==> src/rtl/enc_frame_pkg.sv <==
// enc_frame_pkg
//  Shared definitions for the encoder frame scheduler:
//   - frame_state_t : frame sequencer states (IDLE, HDR, SEQ, DATA, CSUM)
//   - DEFAULT_SYNC_BYTE : frame header byte
//   - FRAME_LEN_* : bytes per frame for a 12-channel bank, with and without
//     the sequence byte; FRAME_LEN follows the active build.
//  Configuration macro: ENC_FRAME_SEQ_EN (adds the per-frame sequence byte).
package enc_frame_pkg;

  typedef enum logic [2:0] {
    IDLE = 3'd0,
    HDR  = 3'd1,
    SEQ  = 3'd2,
    DATA = 3'd3,
    CSUM = 3'd4
  } frame_state_t;

  localparam logic [7:0] DEFAULT_SYNC_BYTE = 8'hA5;

  // SYNC + 12 data bytes + checksum, optionally + sequence byte.
  localparam int FRAME_LEN_BASE = 14;
  localparam int FRAME_LEN_SEQ  = 15;

`ifdef ENC_FRAME_SEQ_EN
  localparam int FRAME_LEN = FRAME_LEN_SEQ;
`else
  localparam int FRAME_LEN = FRAME_LEN_BASE;
`endif

endpackage

==> src/rtl/enc_sample_tick.sv <==
// enc_sample_tick
//  Free-running sample divider. Counts 0..SAMPLE_DIV-1 while en is high and
//  asserts tick for the single cycle in which the count sits at SAMPLE_DIV-1;
//  the count then wraps to 0. While en is low the count is held at 0, so the
//  first tick after enabling arrives SAMPLE_DIV cycles later.
//  Ports:
//   CLK  in  system clock
//   RST  in  synchronous reset, active-high (count -> 0)
//   en   in  sampling enable
//   tick out 1-cycle sample strobe
module enc_sample_tick #(
  parameter int SAMPLE_DIV = 16000
) (
  input  logic CLK,
  input  logic RST,
  input  logic en,
  output logic tick
);

  localparam int DIV_W = (SAMPLE_DIV > 1) ? $clog2(SAMPLE_DIV) : 1;
  localparam logic [DIV_W-1:0] LAST_COUNT = DIV_W'(SAMPLE_DIV - 1);

  logic [DIV_W-1:0] div_reg;

  always_ff @(posedge CLK) begin
    if (RST) begin
      div_reg <= '0;
    end else if (!en) begin
      div_reg <= '0;
    end else if (div_reg == LAST_COUNT) begin
      div_reg <= '0;
    end else begin
      div_reg <= div_reg + DIV_W'(1);
    end
  end

  // Gated by en so that dropping en in the terminal-count cycle suppresses
  // the tick as well as the count.
  assign tick = en && (div_reg == LAST_COUNT);

endmodule

==> src/rtl/encoder_frame_scheduler.sv <==
// encoder_frame_scheduler
//  Periodically snapshots the encoder counter bank and streams it to the
//  host-link serializer as a byte frame:
//    SYNC, [SEQ], enc0 .. enc(NUM_ENC-1), CHECKSUM
//  The checksum is the mod-256 sum of every byte after SYNC (sequence byte
//  included when present). A tick that arrives while a frame is in flight is
//  dropped and latches the sticky overrun flag.
//  Configuration macro: ENC_FRAME_SEQ_EN -- inserts an 8-bit frame sequence
//  byte after SYNC (starts at 0 after reset, +1 per started frame).
//  Ports:
//   CLK          in   system clock
//   RST          in   synchronous reset, active-high; aborts any frame
//   en           in   sampling enable (an in-flight frame always completes)
//   cnt_flat     in   NUM_ENC*CNT_W counters, encoder k at [k*CNT_W +: CNT_W]
//   tx_data      out  frame byte
//   tx_valid     out  tx_data valid
//   tx_ready     in   downstream accepts byte (transfer = valid & ready)
//   frame_start  out  1-cycle pulse in the snapshot cycle
//   overrun      out  sticky: a tick was dropped
module encoder_frame_scheduler
  import enc_frame_pkg::*;
#(
  parameter int         NUM_ENC    = 12,
  parameter int         CNT_W      = 5,
  parameter int         SAMPLE_DIV = 16000,
  parameter logic [7:0] SYNC_BYTE  = DEFAULT_SYNC_BYTE
) (
  input  logic                     CLK,
  input  logic                     RST,
  input  logic                     en,
  input  logic [NUM_ENC*CNT_W-1:0] cnt_flat,
  output logic [7:0]               tx_data,
  output logic                     tx_valid,
  input  logic                     tx_ready,
  output logic                     frame_start,
  output logic                     overrun
);

  localparam int IDX_W = (NUM_ENC > 1) ? $clog2(NUM_ENC) : 1;
  localparam logic [IDX_W-1:0] LAST_IDX = IDX_W'(NUM_ENC - 1);

  logic                 tick;
  logic                 capture;
  logic                 xfer;
  frame_state_t         state_reg;
  logic [IDX_W-1:0]     idx_reg;
  logic [IDX_W-1:0]     idx_next;
  logic [7:0]           csum_reg;
  logic [CNT_W-1:0]     cnt_arr    [NUM_ENC];
  logic [CNT_W-1:0]     shadow_reg [NUM_ENC];
`ifdef ENC_FRAME_SEQ_EN
  logic [7:0]           seq_reg;
`endif

  enc_sample_tick #(
    .SAMPLE_DIV(SAMPLE_DIV)
  ) u_tick (
    .CLK (CLK),
    .RST (RST),
    .en  (en),
    .tick(tick)
  );

  // Split the flat counter bus into per-channel lanes.
  generate
    for (genvar gi = 0; gi < NUM_ENC; gi++) begin : g_chan
      assign cnt_arr[gi] = cnt_flat[gi*CNT_W +: CNT_W];
    end
  endgenerate

  // A tick is only honoured in IDLE; everywhere else it is an overrun.
  assign capture     = tick && (state_reg == IDLE);
  assign frame_start = capture;
  assign xfer        = tx_valid && tx_ready;
  assign idx_next    = idx_reg + IDX_W'(1);

  // Shadow bank: loaded atomically in the snapshot cycle so the frame in
  // flight never sees live counter movement.
  always_ff @(posedge CLK) begin
    if (RST) begin
      for (int k = 0; k < NUM_ENC; k++) begin
        shadow_reg[k] <= '0;
      end
    end else if (capture) begin
      for (int k = 0; k < NUM_ENC; k++) begin
        shadow_reg[k] <= cnt_arr[k];
      end
    end
  end

  // Frame sequencer. tx_data/tx_valid are registered; the next byte is
  // loaded on the same edge that completes the current transfer, so with
  // tx_ready held high one byte leaves per cycle. csum_reg accumulates each
  // post-SYNC byte as it transfers; the last data byte is folded in directly
  // when the checksum byte is loaded.
  always_ff @(posedge CLK) begin
    if (RST) begin
      state_reg <= IDLE;
      idx_reg   <= '0;
      csum_reg  <= '0;
      tx_data   <= '0;
      tx_valid  <= 1'b0;
      overrun   <= 1'b0;
`ifdef ENC_FRAME_SEQ_EN
      seq_reg   <= '0;
`endif
    end else begin
      if (tick && (state_reg != IDLE)) begin
        overrun <= 1'b1;
      end

      case (state_reg)
        IDLE: begin
          if (tick) begin
            state_reg <= HDR;
            tx_valid  <= 1'b1;
            tx_data   <= SYNC_BYTE;
            csum_reg  <= '0;
            idx_reg   <= '0;
          end
        end

        HDR: begin
          if (xfer) begin
            idx_reg <= '0;
`ifdef ENC_FRAME_SEQ_EN
            state_reg <= SEQ;
            tx_data   <= seq_reg;
`else
            state_reg <= DATA;
            tx_data   <= 8'(shadow_reg[0]);
`endif
          end
        end

`ifdef ENC_FRAME_SEQ_EN
        SEQ: begin
          if (xfer) begin
            seq_reg   <= seq_reg + 8'd1;
            csum_reg  <= csum_reg + tx_data;
            state_reg <= DATA;
            tx_data   <= 8'(shadow_reg[0]);
          end
        end
`endif

        DATA: begin
          if (xfer) begin
            csum_reg <= csum_reg + tx_data;
            if (idx_reg == LAST_IDX) begin
              state_reg <= CSUM;
              tx_data   <= csum_reg + tx_data;
            end else begin
              idx_reg <= idx_next;
              tx_data <= 8'(shadow_reg[idx_next]);
            end
          end
        end

        CSUM: begin
          if (xfer) begin
            state_reg <= IDLE;
            tx_valid  <= 1'b0;
            tx_data   <= '0;
          end
        end

        default: begin
          state_reg <= IDLE;
          tx_valid  <= 1'b0;
          tx_data   <= '0;
        end
      endcase
    end
  end

endmodule

==> config.mk <==
export PLATFORM = sky130hd
export DESIGN_NAME = encoder_frame_scheduler
export DESIGN_NICKNAME = d
export VERILOG_FILES = /design/src/rtl/enc_frame_pkg.sv /design/src/rtl/enc_sample_tick.sv /design/src/rtl/encoder_frame_scheduler.sv
export SDC_FILE = /design/constraint.sdc
export NUM_CORES = 1
export LEC_CHECK = 0
export ABC_AREA = 0
export BUFFER_PORTS_ARGS = -buffer_cell sky130_fd_sc_hd__buf_2
export CAP_MARGIN = 15
export CORE_MARGIN = 2
export CORE_UTILIZATION = 57
export DETAILED_ROUTE_END_ITERATION = 10
export PLACE_DENSITY = 0.89
export SYNTH_ARGS = -nofsm -noshare
export SYNTH_HDL_FRONTEND = slang
export SYNTH_HIERARCHICAL = 1
export SYNTH_SLANG_ARGS = --single-unit
==> constraint.sdc <==
create_clock -name CLK -period 4 [get_ports CLK]
set_clock_uncertainty 0.2 [all_clocks]
set_input_delay 0.4 -clock CLK [delete_from_list [all_inputs] [get_ports CLK]]
set_output_delay 0.4 -clock CLK [all_outputs]
set_load 0.02 [all_outputs]
* Yosys cells after proc, flatten, opt, wreduce, memory -nomap -nowiden
Memory sizes are Yosys's and may differ from the RTL's.
Index checks and enable logic that the tools add are counted.
** Storage, ports and cells
- Register bits :: 39
- Output and inout port bits :: 11
- Memories kept :: 1
- Logic and storage cells :: 91
- RAM bits :: 60
** Cells by class
- Bitwise operators :: 14
- Eq/ne operators :: 11
- Reduce and logical (&&, ||, !) cells :: 15
- Mux-type cells :: 40
- Add/sub/neg operators :: 3
** Memory list
- shadow_reg :: depth 12, bits a word 5, read ports 2, clocked after memory_dff 0, wr ports 12, RTL line encoder_frame_scheduler.sv:50 : logic [CNT_W-1:0] shadow_reg [NUM_ENC];
** Operators by type and width (number)
- 2-to-1 mux 5 bit :: 12
- 2-to-1 mux 8 bit :: 7
- one-hot mux 8 bit (4 select lines) :: 1
- 2-to-1 mux 4 bit :: 4
- one-hot mux 8 bit (2 select lines) :: 1
- 2-to-1 mux 3 bit :: 5
- adder 14 x 1 -> 14 bit (second input constant) :: 1
- == test 14 bit (second input constant) :: 1
- != test 2 bit (second input constant) :: 6
- OR 1 bit :: 12
- one-hot mux 3 bit (4 select lines) :: 1
- one-hot mux 4 bit (3 select lines) :: 1
- AND reduction 5 bit :: 2
- adder 8 bit :: 1
- 2-to-1 mux 1 bit :: 7
- AND reduction 3 bit :: 2
- nonzero test 3 bit :: 2
- adder 4 x 1 -> 4 bit (second input constant) :: 1
- == test 4 bit (second input constant) :: 1
- logical AND 1 bit :: 4
- AND reduction 4 bit :: 1
- == test 3 x 1 -> 1 bit (second input constant) :: 1
- == test 3 x 2 -> 1 bit (second input constant) :: 1
- == test 3 bit (second input constant) :: 1
- other kinds (6) :: 7

* Depth between registers and ports, before layout
Gate-level depths: netlist of run 1.
- Word-level depth :: 7
- Mapped depth :: 9

* Hierarchy
The synthesis of run 1 kept the hierarchy.
** Modules (own cells, without submodules)
- encoder_frame_scheduler :: instances 1, area an instance 4144.0 um2, sequential area each 2302.2 um2, cells each 338
- enc_sample_tick :: instances 1, area an instance 624.3 um2, sequential area each 280.3 um2, cells each 64

* Worst setup path after synthesis of run 1
Ideal clock, no wire load.
- Kind :: register -> register
- Start :: register u_tick.div_reg[0]
- End :: memory shadow_reg[0][0], enable pin
- Required time :: 3.381 ns
- Path buffers :: 0
- Arrival time :: 2.526 ns
- Stages on the path, launching flop included :: 7
- Clock period less this slack :: 3.145 ns
- Setup slack :: 0.855 ns
- Cell sequence :: dfxtp_1 -> ha_1 -> and4_4 -> and3_1 -> and3_2 -> nand2_1 -> nand2_1
** RTL lines
- start: declaration :: RTL line enc_sample_tick.sv:23 : logic [DIV_W-1:0] div_reg;
- start signal: assignment :: RTL line enc_sample_tick.sv:33 : div_reg <= div_reg + DIV_W'(1);
- end: declaration :: RTL line encoder_frame_scheduler.sv:50

* Final worst setup path of run 1
- Start :: register u_tick.div_reg[0]
- End :: output frame_start
** Between the ends
- Cells in the longest elaborated chain, start to end :: 3
** RTL lines
- == test 14 bit :: RTL line enc_sample_tick.sv:39 : assign tick = en && (div_reg == LAST_COUNT);
- logical AND 1 bit :: RTL line enc_sample_tick.sv:39
- net tick :: RTL line encoder_frame_scheduler.sv:42 : logic tick;
- logical AND 1 bit :: RTL line encoder_frame_scheduler.sv:72 : assign capture = tick && (state_reg == IDLE);
- end: declaration :: RTL line encoder_frame_scheduler.sv:35 : output logic frame_start,
The timed path passes the listed nets, and every way through them passes these cells.

==> results.yml, run 1 <==
drt:
  route.detailed.wl_per_inst_um: 17.1
  via_per_inst: 5.95
  drc_errors: 0
  wl_mm: 9.89
  ant_nets: 0
  via_count: 3453
  dr.pass1.iters: 5
  drt-initial-drc-count: 216
floorplanning:
  die_width_um: 95.5
  core_area_um2: 8180
  initial_core_util_pct: 58.3
  rows: 33
  top_level_ports: 75
  die_h_um: 95.5
  die-area_um2: 9110
sta:
  final.setup.tns_ns: 0
  setup_ws_ns: 0.967
  maxSlewViolCount: 0
  max_freq_ghz: 0.330
  tightest_slew_ns: 0.732
  min_period_over_period_pct: 75.8
  setup_viol_count_final: 0
  slew_headroom_pct: 51.2
  finalHoldViolations: 0
  fin_crit_ns: 3.03
  rsz0062_at_grt: "no"
yosys:
  synth_seq_cells: 99
  synth_top_area_share_pct: 37.8
  yosysTopAreaCell: "edfxtp_1"
  ys_warn_count: 6
  avgSynthCellArea_um2: 11.9
  synth_area_leaders: "edfxtp_1 38%, dfxtp_1 16%, mux4_2 7.1%, and3_1 6.8%, nor2_1 3.3%"
  synth_commonest_cells: "60 x edfxtp_1, 52 x and3_1, 42 x nor2_1"
  netlist-cell-type-count: 59
  syn_inst: 402
  syn-num-nets: 476
  synth_edf_count: 60
  syn_area_um2: 4770
  synth_flop_cell: "edfxtp_1"
  async_flop_share_pct: 0
  ys_seq_area_share_pct: 54.2
  yosysMostFrequentCell: "edfxtp_1"
cts:
  cts_resized: 0
  numCtsBuffers: 9
  clock-sinks: 99
  clockBufferDepth: 2
  cts_hold_buffers: 0
  clk_pin_slew_ns: 0.10
  clk_latency_ns: 0.37
  cts_root_buf: "clkbuf_8"
  htree_levels: 3
  cts_tree: "built"
  postCtsSetupBuffers: 0
worst_setup_path:
  crit_required_ns: 3.40
  end_kind: "output port"
  cp_data_arrival_time_ns: 2.43
  crit_type: "reg -> out"
  cp_max_fo: 18
  worstSetupStartpointType: "flip-flop"
cells_and_area:
  fillers: 600
  diodes: 0
  layout-drive-gt1-share_pct: 25.9
  multi_input_area_um2: 2050
  seqCellArea_um2: 2580
  largest_reg_flops: 60
  area_growth_pct: 13.2
  nNetsFinal: 544
power_and_ir_drop:
  vdd_drop_max_v: 0.000204
  p_total_mw: 1.85
  power.density_nw_per_um2: 343
  p_leak_nw: 2.23
grt:
  gr-usage-all-layers_pct: 23.7
  antenna_found_initial: 0
  grt_pass1_wl_mm: 16.2
  grt_max_degree: 61
  first_global_vias: 3410
  grt_overflow: 0
run_status:
  status: "complete, no violations"
run:
  max_cap_viol_count: 0
placed_design:
  portBuffers: 74
  gp_congestion: 0.871
  hpwlAfterDp_mm: 6.97
  pre_cts_ws_ns: 1.22
min_path:
  hold_class: "in -> reg"
[final timing paths]
kind | start | endpoint | slack, ns | cells past startpoint
max | u_tick/div_reg[0] | frame_start | 0.97 | 7
min | cnt_flat[58] | shadow_reg[11][3] | 0.12 | 2
max reg2reg | u_tick/div_reg[0] | tx_data[0] | 1.16 | 8
min reg2reg | u_tick/div_reg[0] | u_tick/div_reg[0] | 0.28 | 1
[logic make-up (layout without fill, tap and decap cells)]
kind of cell    after synthesis  count (layout)  synth area share, %
fa+ha+maj                    10              10                 2.78
flops                        99              99                 54.2
simple gates                167             167                 19.8
xor+xnor                     19              19                 3.65
mux                          20              20                 8.21
buf+inv                      31             104                 2.94
compound gates               56              56                 8.48
[area by class of cell]
cell class	count	area share, %
Sequential cell	99	47.9
Multi-Input combinational cell	272	38.0
Timing Repair Buffer	78	7.42
Tap cell	105	2.43
Clock buffer	9	2.30
Clock inverter	7	1.34
Inverter	10	0.696
[through the flow]
| step | instance area [µm²] | instances | hold slack, ns | utilization, % |
|---|---|---|---|---|
| floorplan | 4770 | 402 | 0.226 | - |
| global placement | 5200 | 564 | 0.239 | 63.6 |
| detailed placement | 5200 | 564 | 0.253 | 63.6 |
| CTS | 5400 | 580 | 0.108 | 66.0 |
| global route | 5400 | 580 | 0.109 | 66.0 |
| finish | 5400 | 580 | 0.118 | 66.0 |
[layout by cell type, fill, tap and decap left out, types with 6 or more instances in the layout]
| cell | synthesis | final |
|---|---|---|
| a21oi_1 | 13 | 13 |
| a22oi_1 | 8 | 8 |
| and3_1 | 52 | 52 |
| buf_2 | 4 | 74 |
| clkbuf_8 | 0 | 9 |
| dfxtp_1 | 39 | 39 |
| edfxtp_1 | 60 | 60 |
| ha_1 | 9 | 9 |
| inv_1 | 9 | 9 |
| mux4_2 | 15 | 15 |
| nand2_1 | 16 | 15 |
| nand3_1 | 13 | 13 |
| nor2_1 | 42 | 42 |
| nor2b_1 | 11 | 11 |
| xnor2_1 | 6 | 6 |
| xor2_1 | 12 | 12 |
[where the power goes]
group | internal [mW] | total [mW] | switching [mW]
sequential | 1.10 | 1.11 | 0.0102
combinational | 0.0396 | 0.0882 | 0.0487
clock | 0.293 | 0.649 | 0.356
total | 1.44 | 1.85 | 0.415
[metal layers]
| metal | track usage [%] | part of all wire [%] | routed length (µm) |
|---|---|---|---|
| met4 | 10.6 | 2.5 | 251 |
| met2 | 37.2 | 47 | 4700 |
| met1 | 31.5 | 42 | 4140 |
| met5 | 0 | 0 | 0 |
| met3 | 5.61 | 8.2 | 807 |
[critical path, stage by stage, from the launching register on]
cell     delay, ns
dfxtp_1       0.38
ha_1          0.22
and4_4        0.26
and3_1        0.18
and3_2        0.24
nand2_1       0.11
inv_1         0.40
buf_2         0.27
No activity file was read; power rests on OpenSTA's default activity.
==> run 2, diff against run 1 <==
Settings changed: ABC_AREA 0 to 1.
Clock period 4 ns to 2.8 ns, I/O delays scaled along.
==> results.yml, run 2 <==
run:
  max_cap_viol_count: 0
placed_design:
  gp_congestion: 0.828
  hpwlAfterDp_mm: 8.32
  portBuffers: 74
  dpl_cell_area_um2: 5650
sta:
  finalHoldViolations: 0
  final.setup.tns_ns: 0
  slew_headroom_pct: 67.0
  setup_viol_count_final: 0
  tightest_slew_ns: 0.494
  fin_crit_ns: 2.40
  max_freq_ghz: 0.417
  min_period_over_period_pct: 85.7
  rsz0062_at_grt: "no"
  maxSlewViolCount: 0
min_path:
  hold_class: "in -> reg"
power_and_ir_drop:
  internal_power_mw: 2.14
  p_seq_share_pct: 57.8
  vdd_drop_max_v: 0.000325
  p_leak_nw: 2.77
  power.share.switching_pct: 22.0
  p_clk_share_pct: 37.5
  comb_power_share_pct: 4.7
  power.density_nw_per_um2: 464
  p_switching_mw: 0.605
worst_setup_path:
  cp_data_arrival_time_ns: 1.92
  crit_required_ns: 2.32
  end_kind: "output port"
  crit_type: "reg -> out"
  cp_max_fo: 4
  worstSetupStartpointType: "flip-flop"
cts:
  postCtsSetupBuffers: 0
  cts_tree: "built"
  numCtsBuffers: 9
  cts_resized: 0
  htree_levels: 3
  clock-sinks: 99
  cts_root_buf: "clkbuf_8"
  clk_pin_slew_ns: 0.10
  clk_latency_ns: 0.36
  clockBufferDepth: 2
  cts_hold_buffers: 5
cells_and_area:
  area_growth_pct: 14.5
  seqCellArea_um2: 2580
  layout_common_cells: "150 x nand2_1, 99 x inv_1, 88 x nor2_1, 74 x buf_2, 64 x nand3_1"
  layout-drive-gt1-share_pct: 19.8
  final_area_um2: 5930
  largest_reg_flops: 60
  layout_commonest_cell: "nand2_1"
  multi_input_area_um2: 2070
  diodes: 0
  fin_util_pct: 67.6
  nNetsFinal: 800
  fillers: 666
yosys:
  synth_compound_area_share_pct: 6.16
  netlist-cell-type-count: 35
  synth_simple_gate_area_share_pct: 29.8
  yosysMostFrequentCell: "nand2_1"
  synthXorXnorAreaFrac_pct: 1.50
  syn_inst: 646
  yosysTopAreaCell: "edfxtp_1"
  muxShareOfSynthArea_pct: 0
  syn-num-nets: 720
  syn_area_um2: 5180
  synth_top_area_share_pct: 34.8
  avgSynthCellArea_um2: 8.01
  synth_flop_cell: "edfxtp_1"
  synth_commonest_cells: "151 x nand2_1, 99 x inv_1, 88 x nor2_1"
  synth_fa_ha_area_share_pct: 2.56
  ys_warn_count: 6
  synth_seq_cells: 99
  async_flop_share_pct: 0
  synth_top_family_by_area: "simple AND/OR/NAND/NOR gates"
  ys_seq_area_share_pct: 49.9
  synth_edf_count: 60
  synth_area_leaders: "edfxtp_1 35%, dfxtp_1 15%, nand2_1 11%, inv_1 7.2%, nor2_1 6.4%"
grt:
  antenna_found_initial: 0
  grt_pass1_wl_mm: 19.6
  grt_max_degree: 61
  grt_overflow: 0
  gr-usage-all-layers_pct: 24.5
  first_global_vias: 4345
floorplanning:
  core_area_um2: 8760
  rows: 34
  initial_core_util_pct: 59.1
  top_level_ports: 75
  die-area_um2: 9860
  die_width_um: 99.3
  die_h_um: 99.3
drt:
  via_count: 4442
  ant_nets: 0
  route.detailed.wl_per_inst_um: 13.7
  wl_mm: 11.5
  via_per_inst: 5.29
  drt-initial-drc-count: 352
  drc_errors: 0
  dr.pass1.iters: 5
run_status:
  status: "complete, no violations"
## run 2: final timing paths
path                     start                to  slack, ns  depth (start not counted)
min               cnt_flat[28]  shadow_reg[5][3]       0.01                          3
max reg2reg  u_tick/div_reg[0]  shadow_reg[5][4]       0.46                         10
min reg2reg        csum_reg[0]       csum_reg[0]       0.27                          2
max          u_tick/div_reg[0]       frame_start       0.40                          8
## run 2: cell type report
class / count / share of cell area [%]
multi-input combinational: 417 / 35.0
clock buffer: 9 / 2.09
tap: 108 / 2.28
timing repair buffer: 86 / 8.19
inverter: 113 / 7.20
clock inverter: 7 / 1.67
sequential: 99 / 43.6
## run 2: cell families after synthesis
group / after synthesis
adders and majority gates: 10
xor gates and xnor gates: 8
AOI/OAI and AO/OA: 58
and+or+nand+nor: 341
DFF: 99
buffers and inverters: 130
## run 2: metal layers
metal,vias up,routed length (µm),track usage (%)
li1,2207,-,-
met1,2020,4830,31.9
met2,192,5760,41.8
met5,-,0,0
met4,0,229,8.32
met3,23,654,4.01
## run 2: worst max-delay path, stage by stage (launching register included)
cell	delay, ns
dfxtp_1	0.40
ha_1	0.22
nand3_2	0.12
nor2_4	0.12
nand3_2	0.10
nor2_1	0.13
inv_1	0.12
nor2_4	0.15
buf_2	0.19
## run 2: power groups by stage
stage / Clock [mW] / Combinational [mW] / Sequential (mW)
global placement: 0 / 0.118 / 1.62
CTS: 1.04 / 0.129 / 1.59
detailed placement: 0 / 0.124 / 1.62
floorplan: 0 / 0.0626 / 1.62
global route: 1.10 / 0.146 / 1.59
finish: 1.03 / 0.129 / 1.59
## run 2: metrics by stage
step           hold WS, ns  power [mW]  setup slack (ns)  std cells
4_1_cts           0.000157        2.76             0.385        839
2_1_floorplan        0.149        1.68            0.0909        646
6_report            0.0110        2.75             0.401        839
3_3_place_gp         0.251        1.74             0.543        818
5_1_grt            0.00560        2.83             0.196        839
3_5_place_dp         0.260        1.75             0.470        818
==> run 3, diff against run 2 <==
Settings changed: ABC_AREA 1 to default.
==> results.yml, run 3 (synthesized netlist as in run 1, its figures left out) <==
placed_design:
  pre_cts_ws_ns: 0.0176
  gp_congestion: 0.828
  hpwlAfterDp_mm: 7.08
  dp_cells: 568
  portBuffers: 74
drt:
  drt-initial-drc-count: 441
  dr.pass1.iters: 6
  ant_nets: 0
  wl_mm: 10.5
  via_per_inst: 6.09
  drc_errors: 0
  via_count: 3588
  route.detailed.wl_per_inst_um: 17.8
worst_setup_path:
  end_kind: "flip-flop"
  reg2reg_from: "u_tick/div_reg[1]"
  cp_data_arrival_time_ns: 2.92
  cp_max_fo: 7
  startpoint: "u_tick/div_reg[1]"
  worstSetupStartpointType: "flip-flop"
  crit_type: "reg -> reg"
  crit_required_ns: 2.92
  rr_worst_depth: 9
floorplanning:
  die-area_um2: 9110
  top_level_ports: 75
  die_h_um: 95.5
  core_area_um2: 8180
  rows: 33
  initial_core_util_pct: 58.3
  die_width_um: 95.5
power_and_ir_drop:
  vdd_drop_max_v: 0.000300
  p_leak_nw: 2.28
  power.density_nw_per_um2: 470
cells_and_area:
  diodes: 0
  fin_cells: 589
  area_growth_pct: 16.1
  layout-drive-gt1-share_pct: 27.9
  nNetsFinal: 553
  largest_reg_flops: 60
  layout_commonest_cell: "buf_2"
  layout_common_cells: "74 x buf_2, 60 x edfxtp_1, 52 x and3_1, 42 x nor2_1, 37 x dfxtp_1"
cts:
  cts_tree: "built"
  clk_latency_ns: 0.37
  clk_pin_slew_ns: 0.10
  cts_root_buf: "clkbuf_8"
  htree_levels: 3
  clockBufferDepth: 2
  numCtsBuffers: 9
  clock-sinks: 99
min_path:
  hold_depth: 2
  min-delay-start: "cnt_flat[52]"
  hold_class: "in -> reg"
sta:
  setup_viol_count_final: 1
  slew_headroom_pct: 57.8
  fin_crit_ns: 2.81
  min_period_over_period_pct: 100
  tightest_slew_ns: 0.631
  maxSlewViolCount: 0
  max_freq_ghz: 0.356
  finalHoldViolations: 0
  setup_ws_ns: -0.00557
grt:
  antenna_found_initial: 0
  first_global_vias: 3342
  gr-usage-all-layers_pct: 23.3
  grt_pass1_wl_mm: 16.2
  grt_overflow: 0
  grt_max_degree: 56
run_status:
  violations: "negative setup slack"
  status: "finished with violations"
run:
  max_cap_viol_count: 0
## run 3: timing repair
action | CTS | global route
setup buffers | 0 | 2
pin swaps | 0 | 1
endpoints found under the setup margin | 2 | 5
gates resized for setup | 2 | 4
cloned | 1 | 0
hold buffers | 1 | 1
endpoints found under the hold margin | 1 | 1
## run 3: path summary, 6_finish.rpt
check,slack (ns),endpoint
max,-0.006,tx_data[2]
min,0.006,shadow_reg[10][2]
max reg2reg,-0.006,tx_data[2]
min reg2reg,0.29,overrun
## run 3: metal layers
| metal | wire [µm] | GRT usage, % | part of all wire [%] |
|---|---|---|---|
| met5 | 0 | 0 | 0 |
| met4 | 184 | 7.14 | 1.8 |
| met1 | 4340 | 32.0 | 41 |
| met2 | 5140 | 38.1 | 49 |
| met3 | 843 | 4.19 | 8.0 |
## run 3: layout make-up
| cell class | count | area, µm² |
|---|---|---|
| fill | 582 | 2640 |
| timing repair buffer | 87 | 536 |
| inverter | 10 | 37.5 |
| clock inverter | 7 | 58.8 |
| clock buffer | 9 | 124 |
| multi-input combinational | 272 | 2060 |
| sequential | 99 | 2580 |
| tap | 105 | 131 |
## run 3: worst max-delay path, cell delays in order, from the launching register on
cell and delay, ns:
dfxtp_2 0.35, ha_2 0.20, and4_4 0.26, and3_1 0.18, and3_4 0.22, or3b_4 0.41
a211o_4 0.39, buf_4 0.16, a31oi_1 0.23, a221o_1 0.16
## run 3: power breakdown
group / leakage [nW] / total (mW) / internal (mW) / switching (mW)
registers: 0.933 / 1.59 / 1.58 / 0.0148
logic: 1.26 / 0.136 / 0.0650 / 0.0715
clock network: 0.0925 / 0.875 / 0.339 / 0.536
total: 2.28 / 2.60 / 1.98 / 0.622
## run 3: metrics by stage
step                TNS [ns]  utilization [%]  hold slack (ns)  area [µm²]  power [mW]
floorplan                  0                -            0.226        4770        1.69
global placement           0             64.4            0.240        5270        1.75
detailed placement         0             64.4            0.254        5270        1.76
CTS                        0             67.2          0.00753        5490        2.60
global route          -0.211             67.7          0.00155        5540        2.69
finish              -0.00557             67.7          0.00554        5540        2.60
